`config.mk`:
```
export PLATFORM = sky130hd
export DESIGN_NAME = alu_op_issue
export DESIGN_NICKNAME = d
export VERILOG_FILES = /design/src/rtl/alu_op_issue.sv
export SDC_FILE = /design/constraint.sdc
export NUM_CORES = 1
export LEC_CHECK = 0
export CAP_MARGIN = 20
export CORE_MARGIN = 2
export CORE_UTILIZATION = 35
export CTS_CLUSTER_SIZE = 30
export DETAILED_ROUTE_END_ITERATION = 7
export PLACE_DENSITY_LB_ADDON = 0.15
export RECOVER_POWER = 50
export SLEW_MARGIN = 0
export SYNTH_ARGS = -nofsm -noshare
export SYNTH_HDL_FRONTEND = slang
export SYNTH_SLANG_ARGS = --single-unit
```
`constraint.sdc`:
```
create_clock -name clk -period 1.1 [get_ports clk]
set_input_delay 0.22 -clock clk [delete_from_list [all_inputs] [get_ports clk]]
set_output_delay 0.22 -clock clk [all_outputs]
set_load 0.005 [all_outputs]
```
`src/rtl/alu_op_issue.sv`:
```
// alu_op_issue: decodes an ALU opcode into an 8-bit ALU control word and
// issues it with its operands through a valid/ready register stage.
// Bit 0 is the MSB of every vector here (operands and out_ac alike).
// Build option: define ALU_OP_ISSUE_SKID_EN for a two-entry skid buffer
// with a registered in_ready; default is a single output register.

`ifndef WORD_LENGTH
`define WORD_LENGTH 16
`endif

module alu_op_issue #(
    parameter int unsigned WIDTH = `WORD_LENGTH
) (
    input  logic             clk,
    input  logic             rst,
    input  logic             in_valid,
    output logic             in_ready,
    input  logic [3:0]       in_op,
    input  logic [1:0]       in_sa,
    input  logic             in_cin,
    input  logic [0:WIDTH-1] in_a,
    input  logic [0:WIDTH-1] in_b,
    output logic             out_valid,
    input  logic             out_ready,
    output logic [0:WIDTH-1] out_a,
    output logic [0:WIDTH-1] out_b,
    output logic [0:7]       out_ac,
    output logic             out_err
);

    // Stored entry layout: {err, ac[0:7], a, b}
    localparam int unsigned ACW = 8;
    localparam int unsigned EW  = 2 * WIDTH + ACW + 1;

    logic [0:7]    dec_ac;
    logic          dec_err;
    logic [EW-1:0] dec_entry;
    logic [EW-1:0] out_q;
    logic          accept;
    logic          drain;

    // Opcode decode: ac = {cin, invert B, invert result, shift[2], alu op[3]}
    always_comb begin
        dec_ac  = 8'b0000_0000;
        dec_err = 1'b0;
        case (in_op)
            4'd0:    dec_ac = 8'b0000_0000;
            4'd1:    dec_ac = 8'b0010_0000;
            4'd2:    dec_ac = {3'b000, in_sa, 3'b001};
            4'd3:    dec_ac = 8'b0000_0010;
            4'd4:    dec_ac = {3'b000, in_sa, 3'b011};
            4'd5:    dec_ac = {in_cin, 2'b00, in_sa, 3'b011};
            4'd6:    dec_ac = {3'b110, in_sa, 3'b011};
            4'd7:    dec_ac = {in_cin, 2'b10, in_sa, 3'b011};
            4'd8:    dec_ac = 8'b0000_0101;
            4'd9:    dec_ac = 8'b0100_0101;
            4'd10:   dec_ac = 8'b0000_0110;
            4'd11:   dec_ac = 8'b0000_0111;
            4'd12:   dec_ac = 8'b0010_0101;
            4'd13:   dec_ac = 8'b0010_0110;
            4'd14:   dec_ac = 8'b0010_0111;
            default: begin
                dec_ac  = 8'b0000_0000;
                dec_err = 1'b1;
            end
        endcase
    end

    assign dec_entry = {dec_err, dec_ac, in_a, in_b};

    assign out_err = out_q[EW-1];
    assign out_ac  = out_q[EW-2 -: ACW];
    assign out_a   = out_q[2*WIDTH-1 -: WIDTH];
    assign out_b   = out_q[WIDTH-1:0];

    assign accept = in_valid & in_ready;
    assign drain  = out_valid & out_ready;

`ifdef ALU_OP_ISSUE_SKID_EN

    logic [EW-1:0] skid_q;
    logic          skid_v;
    logic          rdy_q;

    assign in_ready = rdy_q;

    // Output register backed by one skid entry; in_ready tracks skid-empty
    always_ff @(posedge clk) begin
        if (rst) begin
            out_valid <= 1'b0;
            out_q     <= '0;
            skid_v    <= 1'b0;
            skid_q    <= '0;
            rdy_q     <= 1'b0;
        end else if (skid_v) begin
            if (drain) begin
                out_q  <= skid_q;
                skid_v <= 1'b0;
                rdy_q  <= 1'b1;
            end
        end else if (accept) begin
            if (!out_valid || drain) begin
                out_q     <= dec_entry;
                out_valid <= 1'b1;
                rdy_q     <= 1'b1;
            end else begin
                skid_q <= dec_entry;
                skid_v <= 1'b1;
                rdy_q  <= 1'b0;
            end
        end else begin
            if (drain) begin
                out_valid <= 1'b0;
            end
            rdy_q <= 1'b1;
        end
    end

`else

    logic live_q;

    // live_q keeps in_ready low for the cycle following a reset edge
    assign in_ready = live_q & (~out_valid | out_ready);

    // Single output register, reloaded on accept, emptied on drain
    always_ff @(posedge clk) begin
        if (rst) begin
            live_q    <= 1'b0;
            out_valid <= 1'b0;
            out_q     <= '0;
        end else begin
            live_q <= 1'b1;
            if (accept) begin
                out_q     <= dec_entry;
                out_valid <= 1'b1;
            end else if (out_ready) begin
                out_valid <= 1'b0;
            end
        end
    end

`endif

endmodule

```
# Word-level counts from Yosys, hierarchy flattened
# Index checks and enable logic that the tools add are counted.
classes:
  bitwise_logic: 4
  eq_ne: 14
  reduce_logical: 3
  muxes: 5
op_table:
  columns: ["cell", "count"]
  rows:
  - ["$pmux W8 S14", 1]
  - ["$eq A4 B4 Y1 const B", 7]
  - ["$eq A4 B3 Y1 const B", 4]
  - ["$reduce_or A15 Y1", 1]
  - ["$eq A4 B2 Y1 const B", 2]
  - ["$eq A4 B1 Y1 const B", 1]
  - ["$logic_not A4 Y1", 1]
  - ["$mux W1", 4]
  - ["$and A1 B1 Y1", 2]
  - ["$reduce_bool A2 Y1", 1]
  - ["$not A1 Y1", 1]
  - ["$or A1 B1 Y1", 1]
word_totals:
  input_bits: 43
  word_cells: 29
  ff_bits: 43

# Depth between registers and ports, before layout
# Gate-level depths: netlist of run 1.
logic_depth:
  ltp_word: 5
  mapped_depth: 6

# Worst setup path before layout of run 1
# OpenSTA, ideal clock, no wires.
synth_path:
  path_kind: "register -> register"
  start: "register out_valid"
  end: "register out_q[37]"
  t_arrival_ps: 1043
  setup_ps: 118
  path_stages_with_launch: 7
  n_path_buf: 2
  slack_ps: -61
  cell_sequence: "dfxtp_1 -> nand2b_4 -> and3_1 -> buf_8 -> buf_12 -> o21ai_1 -> a21oi_2"
synth_between:
  elab_chain_len: 4
synth_lines:
  columns: ["item", "line", "text"]
  rows:
  - ["from (decl)", "23", "output logic out_valid,"]
  - ["from (signal assigned)", "130", "out_valid <= 1'b0;"]
  - ["from (signal assigned)", "136", "out_valid <= 1'b1;"]
  - ["from (signal assigned)", "138", "out_valid <= 1'b0;"]
  - ["$not A1 Y1", "124", "assign in_ready = live_q & (~out_valid | out_ready);"]
  - ["$or A1 B1 Y1", "124", null]
  - ["$and A1 B1 Y1", "124", null]
  - ["$and A1 B1 Y1", "76", "assign accept = in_valid & in_ready;"]
  - ["to (signal assigned)", "135", "out_q <= dec_entry;"]
  - ["to (decl)", "38", "logic [EW-1:0] out_q;"]
# Every way passes these cells.
# A chain may end at the register's enable or synchronous reset.

# Worst setup path after layout of run 1
layout_path:
  start: "register out_valid"
  end: "register out_q[33]"
# Same word-level chain as after synthesis.

==> metrics.md, run 1 <==
| Metric | Value |
|---|---|
| Status | finished with violations |
| Drt initial violations | 61 |
| Post-Syn Area | 0.00166 mm² |
| Num Clock Sinks | 43 |
| Period utilization | 115% |
| Port Buffer Count | 85 |
| Seq/Total Area, Yosys | 51.8% |
| GRT overflow | 0 |
| Post-route setup slack | -164 ps |
| Final Hold Fails | 0 |
| Largest net degree at the start of global routing | 27 |
| Crit Path Max Fanout | 7 |
| First-pass GRT wire length | 7530 µm |
| I/O Pins | 86 |
| Routed Antenna Nets | 0 |
| Global Route Usage Sum | 18.4% |
| Die height | 72.9 µm |
| Routability congestion estimate | 0.720 |
| Relative slew slack | 78.3% |
| FP Rows | 25 |
| Clock Path Buffers | 2 |
| Netlist cell types | 28 |
| Initial Util | 35.7% |
| CTS root buf | clkbuf_8 |
| LEAKAGE | 1.31 nW |
| Hold_ws | 425 ps |
| Commonest non-fill, non-tap cells in the layout | nand2_1, clkdlybuf4s50_1, dfxtp_2, clkdlybuf4s15_1, a21oi_2 |
| CP Class | flop to flop |
| Ant. Diodes | 0 |
| Failing checks | setup timing |
| DP Wirelength | 2950 µm |
| Die area | 0.00531 mm² |
| Wirelength per Cell | 13.3 µm |
| Syn nets | 244 |
| Synthesized instance count | 201 |
| Layout area overhead | 94.0% |
| Pre-antenna DRT Iters | 4 |
| CTS tree | yes |
| Fmax | 791 MHz |
| HP Class | input pin to flop |
| Depth of the most critical reg-to-reg path | 7 |
| Power Density | 1050 mW/mm² |
| DRC viols | 0 |
| Slew Limit Fails | 0 |
| WHS Path Cells | 4 |
| Crit end category | flop |
| Final Setup Violations | 44 |
| Share of layout cells above drive strength 1 | 46.1% |
| Synth Register Bits | 43 |
| Vias post-DR | 1723 |
| Max Cap Viol | 0 |
| Antenna violations before repair | 0 |
| WL final | 4750 µm |
| Post-route core utilization | 69.2% |
| Worst Path Arrival | 1440 ps |
| Core ar. | 0.00466 mm² |
| Maximum vdd drop | 0.594 mV |
| Clock slew at reported path FFs | 70 ps |
| Worst slew pin tran | 326 ps |
| Clk_skew | 4.63 ps |
| Cts hold-fix bufs | 0 |
| Net total in the final layout | 346 |
| Post-route setup TNS | -4750 ps |
| RSZ-0062 raised after global routing | true |
| Startpoint types | flop |
| Synth Warn # | 0 |
| Via/cell ratio | 4.81 |
| Vias in the first global route | 1582 |
| Htree depth | 2 |
| Most common cell after layout, fill and taps aside | nand2_1 |
| Min cycle time layout | 1260 ps |
| Die width | 72.9 µm |
| Syn_area_per_cell | 8.27 µm² |
| Skew-Pair Late Insertion Delay | 290 ps |
| TritonCTS Buffers | 5 |
| Critical path data required time | 1280 ps |
## flip-flops by register name, indices dropped and copies added, names as in the netlist
| name | cells |
|---|---|
| live_q | 1 |
| out_q | 41 |
| out_valid | 1 |
## where the power goes
| part | internal (W) | total (W) | switching (W) |
|---|---|---|---|
| logic | 0.000427 | 0.000756 | 0.000328 |
| clock network | 0.000446 | 0.000963 | 0.000517 |
| registers | 0.00164 | 0.00168 | 0.0000394 |
| total | 0.00251 | 0.00340 | 0.000885 |
## kinds of logic (layout without fill, tap and decap cells)
| kind of cell | count (synthesis) | count (layout) | share of synthesized area [%] |
|---|---|---|---|
| flops | 43 | 43 | 51.8 |
| compound gates | 50 | 50 | 16.5 |
| buf+inv | 17 | 120 | 7.53 |
| xor+xnor | 1 | 1 | 0.527 |
| simple gates | 90 | 90 | 23.6 |
## through the flow
step                      cell area (µm²)  setup slack [ps]  std cells  total power, W
after floorplan                      1670              15.3        201         0.00192
after global placement               2650              -527        342         0.00229
after detailed placement             2650              -537        342         0.00230
after CTS                            3060              -171        358         0.00337
after global routing                 3220              -204        358         0.00358
final                                3220              -164        358         0.00340
## cell usage after synthesis, drive strengths merged
cell type / count / area, µm²
nand2: 71 / 267
a21oi: 43 / 219
dfxtp: 43 / 861
buf: 8 / 91.3
clkbuf: 6 / 22.5
nand3: 6 / 35.0
nand2b: 4 / 32.5
inv: 3 / 11.3
nor3: 3 / 15.0
and3: 2 / 12.5
o21ai: 2 / 10.0
a211o: 1 / 8.76
a211oi: 1 / 7.51
a31oi: 1 / 6.26
and2: 1 / 6.26
nand3b: 1 / 7.51
nor2: 1 / 3.75
nor2b: 1 / 13.8
o22ai: 1 / 6.26
o41ai: 1 / 16.3
xor2: 1 / 8.76
## metal layers
layer | GRT usage (%) | part of all wire, %
met5 | 0 | 0
met4 | 4.94 | 1.1
met3 | 7.32 | 7.4
met2 | 29.0 | 48
met1 | 23.6 | 43
## critical path: stages (launching register included)
cell and delay [ps]:
dfxtp_2 360, nand2b_4 60, buf_6 120, and3_4 190, buf_12 150, buf_12 140
o21ai_2 120, a21oi_2 40
## worst paths after layout
check	startpoint	end	slack [ps]
worst max-delay path	out_valid	out_q[33]	-160
worst min-delay path	out_ready	out_valid	430
worst max register to register	out_valid	out_q[33]	-160
worst min register to register	out_q[23]	out_q[23]	450
## what timing repair did
action                                  CTS  global route
cloned                                    4             0
pin swaps                                23            14
setup buffers                             4             0
endpoints found under the setup margin   85            82
gates resized for setup                 134            95
## area by class of cell
class                           count  area, µm²
Clock buffer                        7       76.3
Clock inverter                      1       5.00
Fill cell                         383       1440
Inverter                            3       11.3
Multi-Input combinational cell    141       1020
Sequential cell                    43        903
Tap cell                           54       67.6
Timing Repair Buffer              109       1140
No activity file was read; power rests on OpenSTA's default activity.
==> inputs of run 2 (changes only) <==
--- a/config.mk
+++ b/config.mk
@@ -5,8 +5,6 @@
 export SDC_FILE = /design/constraint.sdc
 export NUM_CORES = 1
 export LEC_CHECK = 0
-export CAP_MARGIN = 20
-export CORE_MARGIN = 2
 export CORE_UTILIZATION = 35
 export CTS_CLUSTER_SIZE = 30
 export DETAILED_ROUTE_END_ITERATION = 7
==> run 2 against run 1 <==
The run ends with DRC, setup timing left. Count of clock-buffer cells in the layout grew 1. Sequential share of layout area shrank 2.9 points. Cell count grew 7.3%. Clock power grew 11%.
==> metrics.md, run 2 (synthesis results as in run 1) <==
| Metric | Value |
|---|---|
| Htree depth | 2 |
| Cts hold-fix bufs | 0 |
| Relative slew slack | 83.8% |
| FILL cells | 279 |
| Min cycle time layout | 1310 ps |
| Most frequent CP cell | buf_6 |
| Multi-input logic area | 0.00109 mm² |
| Net total in the final layout | 374 |
| Critical path data required time | 1270 ps |
| Core ar. | 0.00444 mm² |
| R2r setup slk | -210 ps |
| TritonCTS Buffers | 5 |
| WL final | 5850 µm |
| Power Density | 1020 mW/mm² |
| Die height | 70.9 µm |
| Crit-path slowest cell | dfxtp_2 |
| I/O Pins | 86 |
| Clock Path Buffers | 2 |
| Worst slack, placed | -512 ps |
| Worst Path Arrival | 1480 ps |
| Share of layout cells above drive strength 1 | 55.4% |
| Placed cell area | 0.00267 mm² |
| CTS root buf | clkbuf_8 |
| Clk_skew | 4.06 ps |
| FP Rows | 24 |
| RSZ-0062 raised after global routing | true |
| Max Cap Viol | 0 |
| LEAKAGE | 1.54 nW |
| Drt initial violations | 61 |
| Crit Path Max Fanout | 5 |
| Cells along the critical path | nand2b_4 -> buf_6 -> and3_4 -> buf_12 -> buf_6 -> buf_6 -> nand2_1 -> a21oi_1 |
| Initial Util | 37.4% |
| Routed Antenna Nets | 0 |
| First-pass GRT wire length | 8750 µm |
| Max FFs per register | 41 |
| Commonest non-fill, non-tap cells in the layout | clkdlybuf4s50_1, dfxtp_2, clkdlybuf4s15_1, nand2_4, a21oi_2 |
| Via/cell ratio | 4.86 |
| Peak per-stage delay on the critical path | 370 ps |
| Largest Register | out_q |
| Worst slew pin tran | 242 ps |
| FF/Latch Area | 901 µm² |
| CP Class | flop to flop |
| Top Registers | out_q: 41 flops, live_q: 1 flops, out_valid: 1 flops |
| Ant. Diodes | 0 |
| Status | finished with violations |
| Layout area overhead | 116% |
| Final Setup Violations | 42 |
| Num Clock Sinks | 43 |
| Skew-Pair Late Insertion Delay | 280 ps |
| Global Route Usage Sum | 22.6% |
| Pre-antenna DRT Iters | 6 |
| Die area | 0.00503 mm² |
| DRC viols | 14 |
| DP Wirelength | 3030 µm |
| Post-route setup TNS | -6240 ps |
| Placed cells | 342 |
| Failing checks | DRC, setup timing |
| Period utilization | 119% |
| Vias post-DR | 1868 |
| Port Buffer Count | 85 |
| Fmax | 765 MHz |
| Final Non-Filler Cells | 384 |
| CTS tree | yes |
| Crit end category | flop |
| Final Hold Fails | 0 |
| GRT overflow | 0 |
| Startpoint types | flop |
| Clock slew at reported path FFs | 80 ps |
| Die width | 70.9 µm |
| Maximum vdd drop | 0.833 mV |
| Vias in the first global route | 1844 |
| Antenna violations before repair | 0 |
| Most common cell after layout, fill and taps aside | clkdlybuf4s50_1 |
| Routability congestion estimate | 0.850 |
| Slew Limit Fails | 0 |
| Post-route setup slack | -207 ps |
| Post-route design area | 0.00358 mm² |
| Largest net degree at the start of global routing | 28 |
| HP Class | flop to flop |
| Wirelength per Cell | 15.2 µm |
-- run 2: cell types whose count changed in the layout (fill, tap and decap cells not counted), sizes merged --
cell	before	now
clkbuf	16	17
dlygate4sd2	4	8
dlygate4sd3	1	0
clkinv	1	0
clkdlybuf4s50	38	39
buf	24	51
clkdlybuf4s15	33	30
-- run 2: final cells by class --
type	instances	share of cell area [%]
flip-flops and latches	43	25.1
repair buffers	137	39.4
inverters	3	0.314
multi-input cells	141	30.6
well taps	52	1.82
clock buffers	8	2.79
-- run 2: power breakdown --
part / switching [W] / internal, W / total, W
Combinational: 0.000388 / 0.000524 / 0.000912
Clock: 0.000495 / 0.000573 / 0.00107
Sequential: 0.0000413 / 0.00164 / 0.00168
-- run 2: worst paths after layout --
path                   from        end  cells past startpoint
setup / recovery  out_valid  out_q[25]                      8
hold / removal    out_q[18]  out_q[18]                      2
setup reg to reg  out_valid  out_q[25]                      8
hold reg to reg   out_q[18]  out_q[18]                      2
-- run 2: per-layer routing --
| metal | GRT usage (%) | share of wire (%) |
|---|---|---|
| met5 | 0 | 0 |
| met4 | 6.89 | 1.5 |
| met3 | 5.84 | 5.7 |
| met2 | 41.2 | 54 |
| met1 | 25.8 | 39 |
-- run 2: timing repair --
| action | in CTS | in global routing |
|---|---|---|
| gates cloned | 8 | 1 |
| pin swaps | 45 | 35 |
| gates resized for setup | 149 | 116 |
| setup buffers | 16 | 20 |
| endpoints found under the setup margin | 84 | 81 |
-- run 2: per-stage QoR --
step,utilization (%),hold slack (ps),total power (W)
global route,80.6,475,0.00381
floorplan,-,325,0.00192
global placement,60.1,438,0.00231
finish,80.6,450,0.00366
CTS,75.9,453,0.00360
detailed placement,60.1,446,0.00231
-- run 2: worst max-delay path, delay by kind of cell, from the launching register on --
kind	cells	cell delay [ps]
buffers and inverters	4	480
DFF	1	370
and+or+nand+nor	3	280
AOI/OAI and AO/OA	1	50
